==> src/rtl/cpu_clock_ctrl.sv <==
// Processor clock-enable generator: divides clk_in into single-cycle cpu_ce ticks with run/halt/step control.
// Latency: cpu_ce is combinational from the registered divider count; first tick lands div_q+1 cycles after entry.
// Backpressure: none; divisor writes outside HALT are dropped and flagged with a one-cycle cfg_err pulse.
//
// Ports:
//   clk_in, reset_n          - system clock, async active-low reset
//   run, halt, step          - control requests (priority halt > run > step)
//   cfg_wr, div_in           - divisor write, accepted only in HALT
//   count_clr                - synchronous clear of tick_count
//   cpu_ce                   - processor clock enable, one cycle per tick
//   state                    - 00 HALT, 01 RUN, 10 STEP
//   step_done, cfg_err       - one-cycle status pulses
//   tick_count               - number of cpu_ce pulses issued (wraps)
module cpu_clock_ctrl #(
   parameter int DIV_W   = 8,
   parameter int CNT_W   = 32,
   parameter int DEF_DIV = 4
) (
   input  logic             clk_in,
   input  logic             reset_n,
   input  logic             run,
   input  logic             halt,
   input  logic             step,
   input  logic             cfg_wr,
   input  logic [DIV_W-1:0] div_in,
   input  logic             count_clr,
   output logic             cpu_ce,
   output logic [1:0]       state,
   output logic             step_done,
   output logic             cfg_err,
   output logic [CNT_W-1:0] tick_count
);

   typedef enum logic [1:0] {
      S_HALT = 2'b00,
      S_RUN  = 2'b01,
      S_STEP = 2'b10
   } state_t;

   state_t           st;
   logic [DIV_W-1:0] div_q;
   logic [DIV_W-1:0] cnt;
   logic             at_term;

   assign at_term = (cnt == div_q);
   // halt suppresses the tick in the very cycle it is requested.
   assign cpu_ce  = (st != S_HALT) && at_term && !halt;
   assign state   = st;

   always_ff @(posedge clk_in or negedge reset_n) begin
      if (!reset_n) begin
         st         <= S_HALT;
         div_q      <= DIV_W'(DEF_DIV);
         cnt        <= '0;
         tick_count <= '0;
         step_done  <= 1'b0;
         cfg_err    <= 1'b0;
      end else begin
         step_done <= 1'b0;
         cfg_err   <= 1'b0;

         // Clear wins over a coinciding tick.
         if (count_clr)
            tick_count <= '0;
         else if (cpu_ce)
            tick_count <= tick_count + CNT_W'(1);

         case (st)
            S_HALT: begin
               cnt <= '0;
               // A write alongside run/step lands in time to govern the first tick.
               if (cfg_wr)
                  div_q <= div_in;
               if (!halt && run)
                  st <= S_RUN;
               else if (!halt && step)
                  st <= S_STEP;
            end
            S_RUN: begin
               cfg_err <= cfg_wr;
               if (halt) begin
                  st  <= S_HALT;
                  cnt <= '0;
               end else if (at_term) begin
                  cnt <= '0;
               end else begin
                  cnt <= cnt + DIV_W'(1);
               end
            end
            S_STEP: begin
               cfg_err <= cfg_wr;
               if (halt) begin
                  // Abort: no tick was issued, so no completion pulse.
                  st  <= S_HALT;
                  cnt <= '0;
               end else if (cpu_ce) begin
                  st        <= S_HALT;
                  cnt       <= '0;
                  step_done <= 1'b1;
               end else begin
                  cnt <= cnt + DIV_W'(1);
               end
            end
            default: begin
               st  <= S_HALT;
               cnt <= '0;
            end
         endcase
      end
   end

endmodule
==> config.mk <==
export PLATFORM = sky130hd
export DESIGN_NAME = cpu_clock_ctrl
export DESIGN_NICKNAME = d
export VERILOG_FILES = /design/src/rtl/cpu_clock_ctrl.sv
export SDC_FILE = /design/constraint.sdc
export NUM_CORES = 1
export LEC_CHECK = 0
export BUFFER_PORTS_ARGS = -buffer_cell sky130_fd_sc_hd__buf_4
export CORE_MARGIN = 5
export CORE_UTILIZATION = 59
export DETAILED_ROUTE_END_ITERATION = 8
export GPL_ROUTABILITY_DRIVEN = 0
export PLACE_DENSITY = 0.8
export SLEW_MARGIN = 10
export SYNTH_ARGS = -nofsm -noshare
export SYNTH_HDL_FRONTEND = slang
export SYNTH_SLANG_ARGS = --single-unit
==> constraint.sdc <==
create_clock -name clk_in -period 5.1 [get_ports clk_in]
set_clock_uncertainty 0.05 [all_clocks]
set_input_delay 0.255 -clock clk_in [delete_from_list [all_inputs] [get_ports clk_in]]
set_output_delay 0.255 -clock clk_in [all_outputs]
set_load 0.02 [all_outputs]
==> metrics.csv <==
metric,value,unit
status,"finished, final reports clean",
grt_setup_unrepaired,no,
intPower,711,uW
start_util,61.2,%
synth_compound_area_share,13.5,%
routedWlPerCell,15.5,um
grt_util_all_layers,20.4,%
cts_resized,0,
slew-limit-headroom,57.3,%
yosys.area_share.simple,23.7,%
maxCapViolCount,0,
cp-end-kind,flip-flop,
syn_inst,278,
dr.pass1.iters,4,
place_inst,370,
cts_tree,yes,
cts_buffers,5,
hold_path.class,input port to flip-flop,
synth_mux_area_share,3.36,%
synth_cell_types,35,
switchingPower,308,uW
postLayoutCoreUtil,72.9,%
clockPowerShare,27.5,%
synthXorXnorAreaFrac,5.55,%
core,4380,um^2
area_growth,19.1,%
port_buffers,51,
ys.warnings.count,0,
dieArea,6000,um^2
grt_max_degree,53,
combPwrFrac,23.8,%
antenna_found_initial,0,
numClockSinks,52,
viasPerCell,5.97,
fin_cells,379,
fmax,378,MHz
root_buffer,clkbuf_8,
worst-setup-path-type,flip-flop to flip-flop,
grt_pass1_wl,10200,um
synth_seq_area_share,48.5,%
crit_path_max_fanout,23,
drv_slew,0,
power.share.sequential,48.7,%
synth_fa_ha_area_share,2.33,%
grt.overflow.total,0,
synth_nets,298,
powerDensity,319,nW/um^2
finalCriticalPeriod,2.65,ns
synth_top_family_by_area,simple AND/OR/NAND/NOR gates,
hold_buffers,1,
n_antenna_cell,0,
drive_gt1_share,22.3,%
irDropWorstVdd,0.253,mV
htree_levels,2,
p_leak,1.40,nW
hold_viol,0,
remaining_drc_errors,0,
final.setup.tns,0,ns
die_w,77.5,um
clock_path_buffers,2,
grt_pass1_vias,2228,
syn_avg_cell_area,9.66,um^2
die_height,77.5,um
fin_crit_sh,51.9,%
critPathRequiredTime,5.29,ns
netlist_area,2690,um^2
antenna_left,0,
setup_viol,0,
clk_latency,0.31,ns
wl,5870,um
num_vias,2261,
drt_iter0_drc,133,
swShare,30.2,%
nets,346,
synth-seq-cells,52,
critPathLaunchType,flip-flop,
rows,24,
io_pins,52,
hpwl,4090,um
crit_arrival,2.84,ns
clkSlewWorstSetupHoldPaths,0.10,ns
worst_slew_pin_slew,0.640,ns
post-cts-setup-buffer-count,0,
## flip-flops by register name, indices dropped and copies added, names as in the netlist
name	cells
step_done	1
tick_count	32
cnt	8
state	2
cfg_err	1
div_q	8
## worst max-delay path: stages (launching register included)
cell and delay (ns):
dfrtp_1 0.45, xor2_1 0.21, nor4_2 0.51, nand4_2 0.55, or4_1 0.66, a21oi_1 0.16
## stage by stage
step	cell area, um^2	total power [mW]	hold WS, ns	setup slack (ns)
finish	3200	1.02	0.124	2.45
CTS	3200	1.03	0.120	2.45
global route	3200	1.08	0.114	2.19
global placement	3080	0.741	0.277	2.61
floorplan	2690	0.672	-0.0906	2.80
detailed placement	3080	0.747	0.280	2.45
## routing by layer
metal,up-vias,global-route usage (%),wire length [um]
met1,1080,26.1,2540
met2,60,33.6,2880
li1,1110,-,-
met3,11,5.44,355
met4,0,6.53,87
met5,-,0,0
## layout by cell type, fill, tap and decap left out
cell           count
xnor2_1            5
o21ai_0           21
nand4_1            6
or4_1             11
mux2_2             8
nand2b_1           2
nand4b_1           1
xor2_1            12
a21oi_1           30
nor3b_1            1
bufinv_16          1
nor2_1            18
nand4_2            3
nand3_1           15
dlygate4sd3_1      1
o31ai_1           10
and4_1             2
a21boi_0           1
or3_1             18
ha_1               5
nor3_1             1
buf_4             51
or2_2              1
dfstp_2            1
nor4_2             2
and3_1             5
nor4_1             2
clkbuf_1           1
dfrtp_1           51
a31oi_1            2
clkinv_2           1
nand2_1           19
o22ai_1            1
o21ai_1            1
clkbuf_8           5
inv_1              8
nor2b_1            2
and2_1             2
## power groups by stage
stage / sequential [mW] / combinational [mW] / clock [mW]
2_1_floorplan: 0.508 / 0.163 / 0
3_3_place_gp: 0.503 / 0.238 / 0
3_5_place_dp: 0.505 / 0.242 / 0
4_1_cts: 0.497 / 0.244 / 0.285
5_1_grt: 0.503 / 0.272 / 0.308
6_report: 0.496 / 0.243 / 0.280
## logic make-up (layout without fill, tap and decap cells)
logic type / after synthesis / count (layout)
mux: 8 / 8
simple gates: 111 / 111
xor+xnor: 17 / 17
compound gates: 66 / 66
fa+ha+maj: 5 / 5
buf+inv: 19 / 68
flops: 52 / 52
## synthesized netlist by cell type
cell      number  area, um^2
dfrtp_1       51        1280
a21oi_1       30         150
o21ai_0       21         105
nand2_1       19        71.3
nor2_1        18        67.6
or3_1         18         113
nand3_1       15        75.1
xor2_1        12         105
or4_1         11        82.6
o31ai_1       10        75.1
inv_1          8        30.0
mux2_2         8        90.1
clkbuf_1       6        22.5
nand4_1        6        37.5
and3_1         5        31.3
ha_1           5        62.6
xnor2_1        5        43.8
buf_2          4        20.0
nand4_2        3        37.5
a31oi_1        2        12.5
and2_1         2        12.5
and4_1         2        17.5
nand2b_1       2        12.5
nor2b_1        2        12.5
nor4_1         2        12.5
nor4_2         2        25.0
a21boi_0       1        7.51
buf_6          1        11.3
dfstp_2        1        26.3
nand4b_1       1        8.76
nor3_1         1        5.00
nor3b_1        1        7.51
o21ai_1        1        5.00
o22ai_1        1        6.26
or2_2          1        6.26
## cell type report
class                      instances  area [um^2]
clock inverter                     2         35.0
inverter                           8         30.0
sequential                        52         1300
clock buffer                       6         72.6
fill                             362         1190
multi-input combinational        207         1300
tap                               52         65.1
timing repair buffer              52          393
## worst paths after layout
path                            cells after the start                    endpoint  slack [ns]            startpoint
max in group asynchronous                           2            cnt[1]$_DFF_PN0_        4.10               reset_n
min in group asynchronous                           2  tick_count[23]$_DFFE_PN0P_        0.46               reset_n
worst min-delay path                                2           cfg_err$_DFF_PN0_        0.12                cfg_wr
worst min register to register                      1        div_q[6]$_DFFE_PN0P_        0.48  div_q[6]$_DFFE_PN0P_
worst max-delay path                                5  tick_count[28]$_DFFE_PN0P_        2.45      cnt[2]$_DFF_PN0_
worst max register to register                      5  tick_count[28]$_DFFE_PN0P_        2.45      cnt[2]$_DFF_PN0_
Power figures use the tool's default switching activity.
